File: src/rtl/serial_add_sub.sv
// serial_add_sub: bit-serial two's-complement adder/subtractor.
// Operands are loaded into shift registers. One full-adder cell then handles
// one bit pair per cycle, LSB first. The registered carry links one bit to
// the next. The finished result and flags are presented with a one-cycle
// done pulse.
module serial_add_sub #(
  parameter int WIDTH = 8
) (
  input  logic             clk,
  input  logic             rst,
  input  logic             start,
  input  logic             sub,
  input  logic [WIDTH-1:0] op_a,
  input  logic [WIDTH-1:0] op_b,
  output logic             busy,
  output logic             done,
  output logic [WIDTH-1:0] result,
  output logic             carry_out,
  output logic             overflow
);

  localparam int CW = (WIDTH > 2) ? $clog2(WIDTH) : 1;
  localparam logic [CW-1:0] LAST = CW'(WIDTH - 1);

  localparam logic [1:0] IDLE = 2'd0;
  localparam logic [1:0] RUN  = 2'd1;
  localparam logic [1:0] DONE = 2'd2;

  logic [1:0]       state_reg;
  logic [1:0]       state_next;
  logic [WIDTH-1:0] a_sr;
  logic [WIDTH-1:0] b_sr;
  logic [WIDTH-1:0] res_sr;
  logic             carry_reg;
  logic [CW-1:0]    cnt_reg;
  logic             carry_out_reg;
  logic             overflow_reg;

  logic accept;
  logic last_bit;
  logic fa_sum;
  logic fa_carry;

  // A new operation is only taken when no operation is in flight.
  assign accept   = start && ((state_reg == IDLE) || (state_reg == DONE));
  assign last_bit = (cnt_reg == LAST);

  // Single full-adder cell: one bit of A and B plus the carry from the previous bit.
  assign fa_sum   = a_sr[0] ^ b_sr[0] ^ carry_reg;
  assign fa_carry = (a_sr[0] & b_sr[0]) | (a_sr[0] & carry_reg) | (b_sr[0] & carry_reg);

  // Next-state logic: DONE lasts one cycle and can chain straight into RUN.
  always_comb begin
    state_next = state_reg;
    case (state_reg)
      IDLE:    if (start) state_next = RUN;
      RUN:     if (last_bit) state_next = DONE;
      DONE:    state_next = start ? RUN : IDLE;
      default: state_next = IDLE;
    endcase
  end

  // State register.
  always_ff @(posedge clk or posedge rst) begin
    if (rst) state_reg <= IDLE;
    else     state_reg <= state_next;
  end

  // Operand shift registers, carry flop and bit counter.
  // Subtraction is done as A + ~B + 1: B is inverted on load and the carry is seeded with 1.
  always_ff @(posedge clk or posedge rst) begin
    if (rst) begin
      a_sr      <= '0;
      b_sr      <= '0;
      carry_reg <= 1'b0;
      cnt_reg   <= '0;
    end else if (accept) begin
      a_sr      <= op_a;
      b_sr      <= sub ? ~op_b : op_b;
      carry_reg <= sub;
      cnt_reg   <= '0;
    end else if (state_reg == RUN) begin
      a_sr      <= {1'b0, a_sr[WIDTH-1:1]};
      b_sr      <= {1'b0, b_sr[WIDTH-1:1]};
      carry_reg <= fa_carry;
      cnt_reg   <= cnt_reg + 1'b1;
    end
  end

  // Result assembly: each sum bit enters at the top, so after WIDTH shifts the LSB sits at bit 0.
  always_ff @(posedge clk or posedge rst) begin
    if (rst)                     res_sr <= '0;
    else if (state_reg == RUN)   res_sr <= {fa_sum, res_sr[WIDTH-1:1]};
  end

  // Flags are captured on the MSB cycle. At that point the carry flop holds the carry into the MSB.
  always_ff @(posedge clk or posedge rst) begin
    if (rst) begin
      carry_out_reg <= 1'b0;
      overflow_reg  <= 1'b0;
    end else if ((state_reg == RUN) && last_bit) begin
      carry_out_reg <= fa_carry;
      overflow_reg  <= fa_carry ^ carry_reg;
    end
  end

  assign busy      = (state_reg == RUN);
  assign done      = (state_reg == DONE);
  assign result    = res_sr;
  assign carry_out = carry_out_reg;
  assign overflow  = overflow_reg;

endmodule
File: config.mk
export PLATFORM = sky130hd
export DESIGN_NAME = serial_add_sub
export DESIGN_NICKNAME = d
export VERILOG_FILES = /design/src/rtl/serial_add_sub.sv
export SDC_FILE = /design/constraint.sdc
export NUM_CORES = 1
export LEC_CHECK = 0
export ABC_AREA = 1
export BUFFER_PORTS_ARGS = -buffer_cell sky130_fd_sc_hd__buf_2
export CAP_MARGIN = 30
export CORE_ASPECT_RATIO = 0.7
export CORE_UTILIZATION = 56
export CTS_BUF_LIST = sky130_fd_sc_hd__clkbuf_2 sky130_fd_sc_hd__clkbuf_4 sky130_fd_sc_hd__clkbuf_8
export CTS_CLUSTER_SIZE = 10
export DETAILED_ROUTE_END_ITERATION = 10
export PLACE_DENSITY_LB_ADDON = 0.05
export SYNTH_ARGS = -nofsm -noshare
export SYNTH_HDL_FRONTEND = slang
export SYNTH_SLANG_ARGS = --single-unit
export TNS_END_PERCENT = 50
File: constraint.sdc
create_clock -name clk -period 1.6 [get_ports clk]
set_input_delay 0 -clock clk [delete_from_list [all_inputs] [get_ports clk]]
set_output_delay 0 -clock clk [all_outputs]
set_load 0.02 [all_outputs]
==> summary.md, run 1 <==
| Metric | Value |
|---|---|
| Gr busiest metal | met2 |
| Core area | 2570 um^2 |
| Worst EP arrival | 1310 ps |
| CTS resizes | 0 |
| Synth top area share | 50.8% |
| Main area contributors after synthesis | dfrtp_1 (51%), nand2_1 (25%), inv_1 (6.2%) |
| CTS tree | built |
| PD cells | 1970 nW/um^2 |
| Post-CTS Setup Repair Bufs | 0 |
| CTS Buf Count | 5 |
| Tmin final | roughly 1300 ps |
| Iter 0 DRT Violations | a little under 80 |
| Synth cell types | 18 |
| Drt wl/cell | 12.1 um |
| Routing usage on met2 | 43.7% |
| GR Util met3 | 7.92% |
| Met1 Use GR | 32.4% |
| Final setup fails | 0 |
| Dpl cells | about 270 |
| Cells after synthesis | approximately 210 |
| Nets | 273 |
| Crit path max-delay family | buffers and inverters |
| Critical path required time | 1600 ps |
| Placed cell areas | 1770 um^2 |
| Clock Sinks | 32 |
| All-Layer GR Usage | 26.6% |
| Fin crit share | between 80 and 90% |
| Die area | about 3000 um^2 |
| Setup TNS | 0 ps |
| Status | completed |
| P_int | between 2 and 2.5 mW |
| Warnings from Yosys | 0 |
| Slowest-stage cell, CP | dfrtp_1 |
| Leakage | 1.12 nW |
| Logic gate share of total power | 44.2% |
| Die Wd | around 65 um |
| Initial Utilization | ~60% |
| Max-slew violations | 0 |
| Max Fclk | 764 MHz |
| Root Buffer | clkbuf_8 |
| CTS max path bufs | 2 |
| # IOs | 32 |
| Reg area | 801 um^2 |
| Post-Layout Cell Count | around 290 |
| Vias in the first global route | 1284 |
| Top FF cell, synth | dfrtp_1 |
| Initial antenna violation count | 0 |
| Share of cells above drive strength 1 | 19.9% |
| Worst path cell trace | inv_2, nor2_1, buf_4, buf_2 |
| Hold Path Class | in -> reg |
| Worst rel slew slack | 72.9% |
| Max-Cap Viols | 0 |
| DR vias | 1377 |
| Sequential Power Share | between 30% and 40% |
| Net Switching | 1.58 mW |
| Register area share after synthesis | 50.8% |
| Wirelength, routed | 3450 um |
| Finished layout cell area | 1900 um^2 |
| First-pass GRT wire length | approximately 5600 um |
| DRT Pass-1 Iters | 4 |
| Mean Syn Cell Area | 7.48 um^2 |
| Endpoint kind of the worst setup timing path | output pin |
| #FFs+latches synth | 32 |
| Drt drc | 0 |
| Antenna Cells | 0 |
| Rows | 15 |
| Tightest Pin Transition | 407 ps |
| Pin count of the biggest net entering global routing | 33 |
| DP Wirelength | 2370 um |
| H-tree depth | 2 |
| Clk_lat worst skew | 280 ps |
| Worst Path Max Fanout | 20 |
| Number of flops mapped to enable cells by yosys | 0 |
| Slowest cell delay on critical path | 430 ps |
| RSZ-0062 raised after global routing | false |
| Most numerous cell in the Yosys netlist | nand2_1 |
| Final Hold Vio Count | 0 |
| Synthesized area | approximately 1600 um^2 |
| Routability Congestion | 0.758 |
| Die Y | 46.4 um |
| Synth top cells by count | nand2_1 (103), dfrtp_1 (32), inv_1 (26) |
| Footprint of the multi-input gates | 632 um^2 |
| Synth area leader | dfrtp_1 |
| Max Clock Skew | 1.60 ps |
| Antenna Nets Post-Route | 0 |
| FFs w/ async S/R, synth | 100% |
| Gr ovfl total | 0 |
| IO Port Bufs | 31 |
| Worst-path clk slew | 60 ps |
| Fill cells | roughly 190 |
| Worst VDD drop | roughly 0.0012 V |
| Syn-to-layout area delta | 20.5% |
| WP buf/inv | 3 |
| Setup crit start kind | flop |
| Sw Ratio | a little over two fifths |
| Final Power | 3.74 mW |
| Via density | 4.83 |
| Clock share of power | 17.7% |
| Worst setup path class | reg -> out |
| CTS Hold Bufs | 3 |
| Post-Syn Nets | roughly 230 |
-- path summary, 6_finish.rpt --
| kind | from | to | slack (ps) | cells after the start |
|---|---|---|---|---|
| min | op_a[1] | a_sr[1] | 7 | 5 |
| min reg2reg | cnt_reg[0] | cnt_reg[0] | 480 | 1 |
| max | state_reg[0] | busy | 290 | 4 |
| max reg2reg | a_sr[0] | overflow | 320 | 4 |
| max in group asynchronous | rst | result[6] | 950 | 4 |
| min in group asynchronous | rst | result[1] | 350 | 4 |
-- cells in the final DEF, fill, tap and decap left out, types with 3 or more instances in the layout --
cell	Yosys	routed
buf_2	5	31
nand3_1	16	16
nand2_1	103	103
o21ai_0	9	9
inv_1	26	26
dlygate4sd3_1	0	3
nor2_1	6	6
dfrtp_1	32	32
clkbuf_8	0	6
buf_4	0	5
-- metal layers --
| metal | vias to the layer above | share of wire (%) |
|---|---|---|
| li1 | 708 | - |
| met1 | 624 | 45 |
| met2 | 39 | 48 |
| met3 | 6 | 5.9 |
| met4 | 0 | 1.4 |
| met5 | - | 0 |
-- logic make-up after synthesis --
kind of cell | Yosys count | share of synthesized area [%]
compound gates | 10 | 3.17
xor+xnor | 2 | 1.11
fa+ha+maj | 3 | 2.85
buf+inv | 35 | 9.20
flops | 32 | 50.8
simple gates | 129 | 32.9
-- tightest hold or removal path, delay by kind of cell --
family	cells	cell delay [ps]
buffers and inverters	2	110
AND/OR/NAND/NOR	3	140
-- layout make-up --
| type | instances | share of cell area (%) |
|---|---|---|
| clock buffers | 8 | 5.13 |
| inverters | 28 | 5.53 |
| multi-input cells | 144 | 33.2 |
| flip-flops and latches | 32 | 42.1 |
| well taps | 34 | 2.24 |
| repair buffers | 39 | 11.7 |
-- power groups by stage --
stage	Clock (mW)	Sequential [mW]	Combinational [mW]
finish	0.665	1.42	1.66
floorplan	0	1.53	1.08
CTS	0.673	1.42	1.67
detailed placement	0	1.44	1.64
global placement	0	1.41	1.58
global route	0.707	1.47	1.89
-- stage by stage --
step	setup WS [ps]	hold WS, ps	utilization, %
2_1_floorplan	382	116	-
3_3_place_gp	356	94.6	69.0
3_5_place_dp	308	113	69.0
4_1_cts	289	9.44	73.9
5_1_grt	217	33.8	73.9
6_report	291	7.42	73.9
Note: power is estimated with default switching activity, not from simulation.
==> run 2, diff against run 1 <==
clock period = 1.3 ns   (was 1.6 ns; I/O delays follow)
==> summary.md, run 2 (synthesized netlist as in run 1, its figures left out) <==
| Metric | Value |
|---|---|
| Worst EP arrival | 1230 ps (was 1310 ps) |
| Endpoint kind of the worst setup timing path | output pin (unchanged) |
| Die Wd | 65.4 um (unchanged) |
| Length in cells of the worst reg-to-reg path | 4 (unchanged) |
| FF-to-FF Start | a_sr[0] (unchanged) |
| Clock Sinks | 32 (unchanged) |
| RSZ-0062 raised after global routing | false (unchanged) |
| DP Wirelength | 2380 um (was 2370 um) |
| Via density | 4.80 (was 4.83) |
| Nets | 275 (was 273) |
| Syn-to-layout area delta | 21.8% (was 20.5%) |
| Worst hold endpoint | a_sr[1] (unchanged) |
| Setup TNS | 0 ps (unchanged) |
| Vias in the first global route | 1284 (unchanged) |
| Wirelength, routed | 3510 um (was 3450 um) |
| Fill cells | 195 (was 189) |
| Die area | 3040 um^2 (unchanged) |
| Tmin final | about 1200 ps |
| CTS tree | built (unchanged) |
| Setup crit start kind | flop (unchanged) |
| CTS max path bufs | 2 (unchanged) |
| Share of cells above drive strength 1 | 22.2% (was 19.9%) |
| H-tree depth | 2 (unchanged) |
| Initial Utilization | 61.4% (unchanged) |
| Status | completed (unchanged) |
| Antenna Nets Post-Route | 0 (unchanged) |
| PD cells | 2440 nW/um^2 (was 1970 nW/um^2) |
| IO Port Bufs | 31 (unchanged) |
| Gr ovfl total | 0 (unchanged) |
| Hold Path Class | in -> reg (unchanged) |
| Worst reg-to-reg setup slack | 70 ps (was 320 ps) |
| Iter 0 DRT Violations | 90 (was 78) |
| CTS Buf Count | 5 (unchanged) |
| Post-CTS Setup Repair Bufs | 0 (unchanged) |
| WHS Path Cells | 5 (unchanged) |
| Worst-path clk slew | 60 ps (about the same) |
| Max Fclk | 811 MHz |
| Hold Slack | 12.6 ps (was 7.42 ps) |
| Max Clock Skew | 4.97 ps (was 1.60 ps) |
| Placed cell areas | 1810 um^2 (was 1770 um^2) |
| Worst setup path class | reg -> out (unchanged) |
| Rows | 15 (unchanged) |
| Core area | 2570 um^2 (unchanged) |
| Final Hold Vio Count | 0 (unchanged) |
| Critical path required time | 1300 ps (was 1600 ps) |
| Max-slew violations | 0 (unchanged) |
| DRT Pass-1 Iters | 5 (was 4) |
| Leakage | 1.13 nW (was 1.12 nW) |
| Final setup fails | 0 (unchanged) |
| Max-Cap Viols | 0 (unchanged) |
| All-Layer GR Usage | 26.1% (was 26.6%) |
| Drt drc | 0 (unchanged) |
| Pin count of the biggest net entering global routing | 33 (unchanged) |
| Critical path origin | state_reg[0] (unchanged) |
| Reg-to-reg endpoint | overflow (unchanged) |
| Root Buffer | clkbuf_8 (unchanged) |
| Drt wl/cell | 12.3 um (was 12.1 um) |
| Worst rel slew slack | 72.9% (about the same) |
| Routability Congestion | 0.783 (was 0.758) |
| Clk_lat worst skew | 280 ps (about the same) |
| Tightest Pin Transition | 406 ps (was 407 ps) |
| Worst hold start | op_a[1] (unchanged) |
| First-pass GRT wire length | 5560 um (was 5640 um) |
| Worst VDD drop | 0.00115 V (was 0.00118 V) |
| Most frequent cells in the layout | nand2_1 (103), dfrtp_1 (31), buf_2 (31), inv_1 (26), nand3_1 (16) (was nand2_1 (103), dfrtp_1 (32), buf_2 (31), inv_1 (26), nand3_1 (16)) |
| Dpl cells | 277 (was 274) |
| DR vias | 1372 (was 1377) |
| Die Y | 46.4 um (unchanged) |
| Antenna Cells | 0 (unchanged) |
| Worst Path Max Fanout | 15 (was 20) |
| Fin crit share | 94.8% |
| Post-Layout Cell Count | 286 (was 285) |
| Initial antenna violation count | 0 (unchanged) |
| Commonest non-fill, non-tap cell in the layout | nand2_1 (unchanged) |
| # IOs | 32 (unchanged) |
| Finished layout cell area | 1920 um^2 (was 1900 um^2) |
==> run 2: cell types whose count changed in the layout (fill, tap and decap cells not counted), sizes merged <==
| cell | previous run | this run |
|---|---|---|
| clkinv | 0 | 1 |
| dlygate4sd3 | 3 | 2 |
| clkbuf | 8 | 6 |
| buf | 36 | 39 |
==> run 2: critical path: stages, from the launching register on <==
cell and delay, ps:
dfrtp_2 420, inv_2 70, nor2_2 120, buf_6 180, buf_2 180
==> run 2: area by class of cell <==
type | count | area (um^2) | share of cell area, %
clock buffer | 6 | 76.3 | 3.97
clock inverter | 1 | 5.00 | 0.260
multi-input combinational | 144 | 639 | 33.3
inverter | 28 | 105 | 5.47
timing repair buffer | 41 | 251 | 13.1
tap | 34 | 42.5 | 2.21
sequential | 32 | 802 | 41.7
==> run 2: worst max path at each step <==
stage | to | slack, ps | cells after the start
3_5_place_dp | overflow | 50 | 4
6_report | busy | 70 | 4
4_1_cts | busy | 10 | 4
3_3_place_gp | overflow | 60 | 4
5_1_grt | busy | 2 | 4
2_1_floorplan | overflow | 80 | 4
==> run 2: routing by layer <==
layer	vias to the layer above	global-route usage, %	wire (um)
met3	4	6.44	164
met5	-	0	0
met2	33	43.1	1670
li1	708	-	-
met4	0	13.5	44
met1	627	32.6	1640
==> run 2: metrics by stage <==
| stage | utilization [%] | worst slack (ps) | power [mW] |
|---|---|---|---|
| global route | 74.7 | 2.24 | 5.07 |
| floorplan | - | 82.2 | 3.21 |
| CTS | 74.5 | 13.0 | 4.65 |
| finish | 74.7 | 67.1 | 4.70 |
| detailed placement | 70.3 | 47.3 | 3.88 |
| global placement | 70.3 | 56.7 | 3.77 |
==> run 2: where the power goes <==
group / leakage [nW] / switching, mW / internal, mW
Combinational: 0.684 / 1.37 / 0.826
Clock: 0.0445 / 0.335 / 0.384
Sequential: 0.398 / 0.306 / 1.47
==> run 2: repair_timing <==
action | in CTS | in global routing
pin swaps | 0 | 0
hold endpoints to repair | 33 | 0
resized for setup | 2 | 3
setup endpoints to repair | 1 | 4
hold buffers | 2 | 0
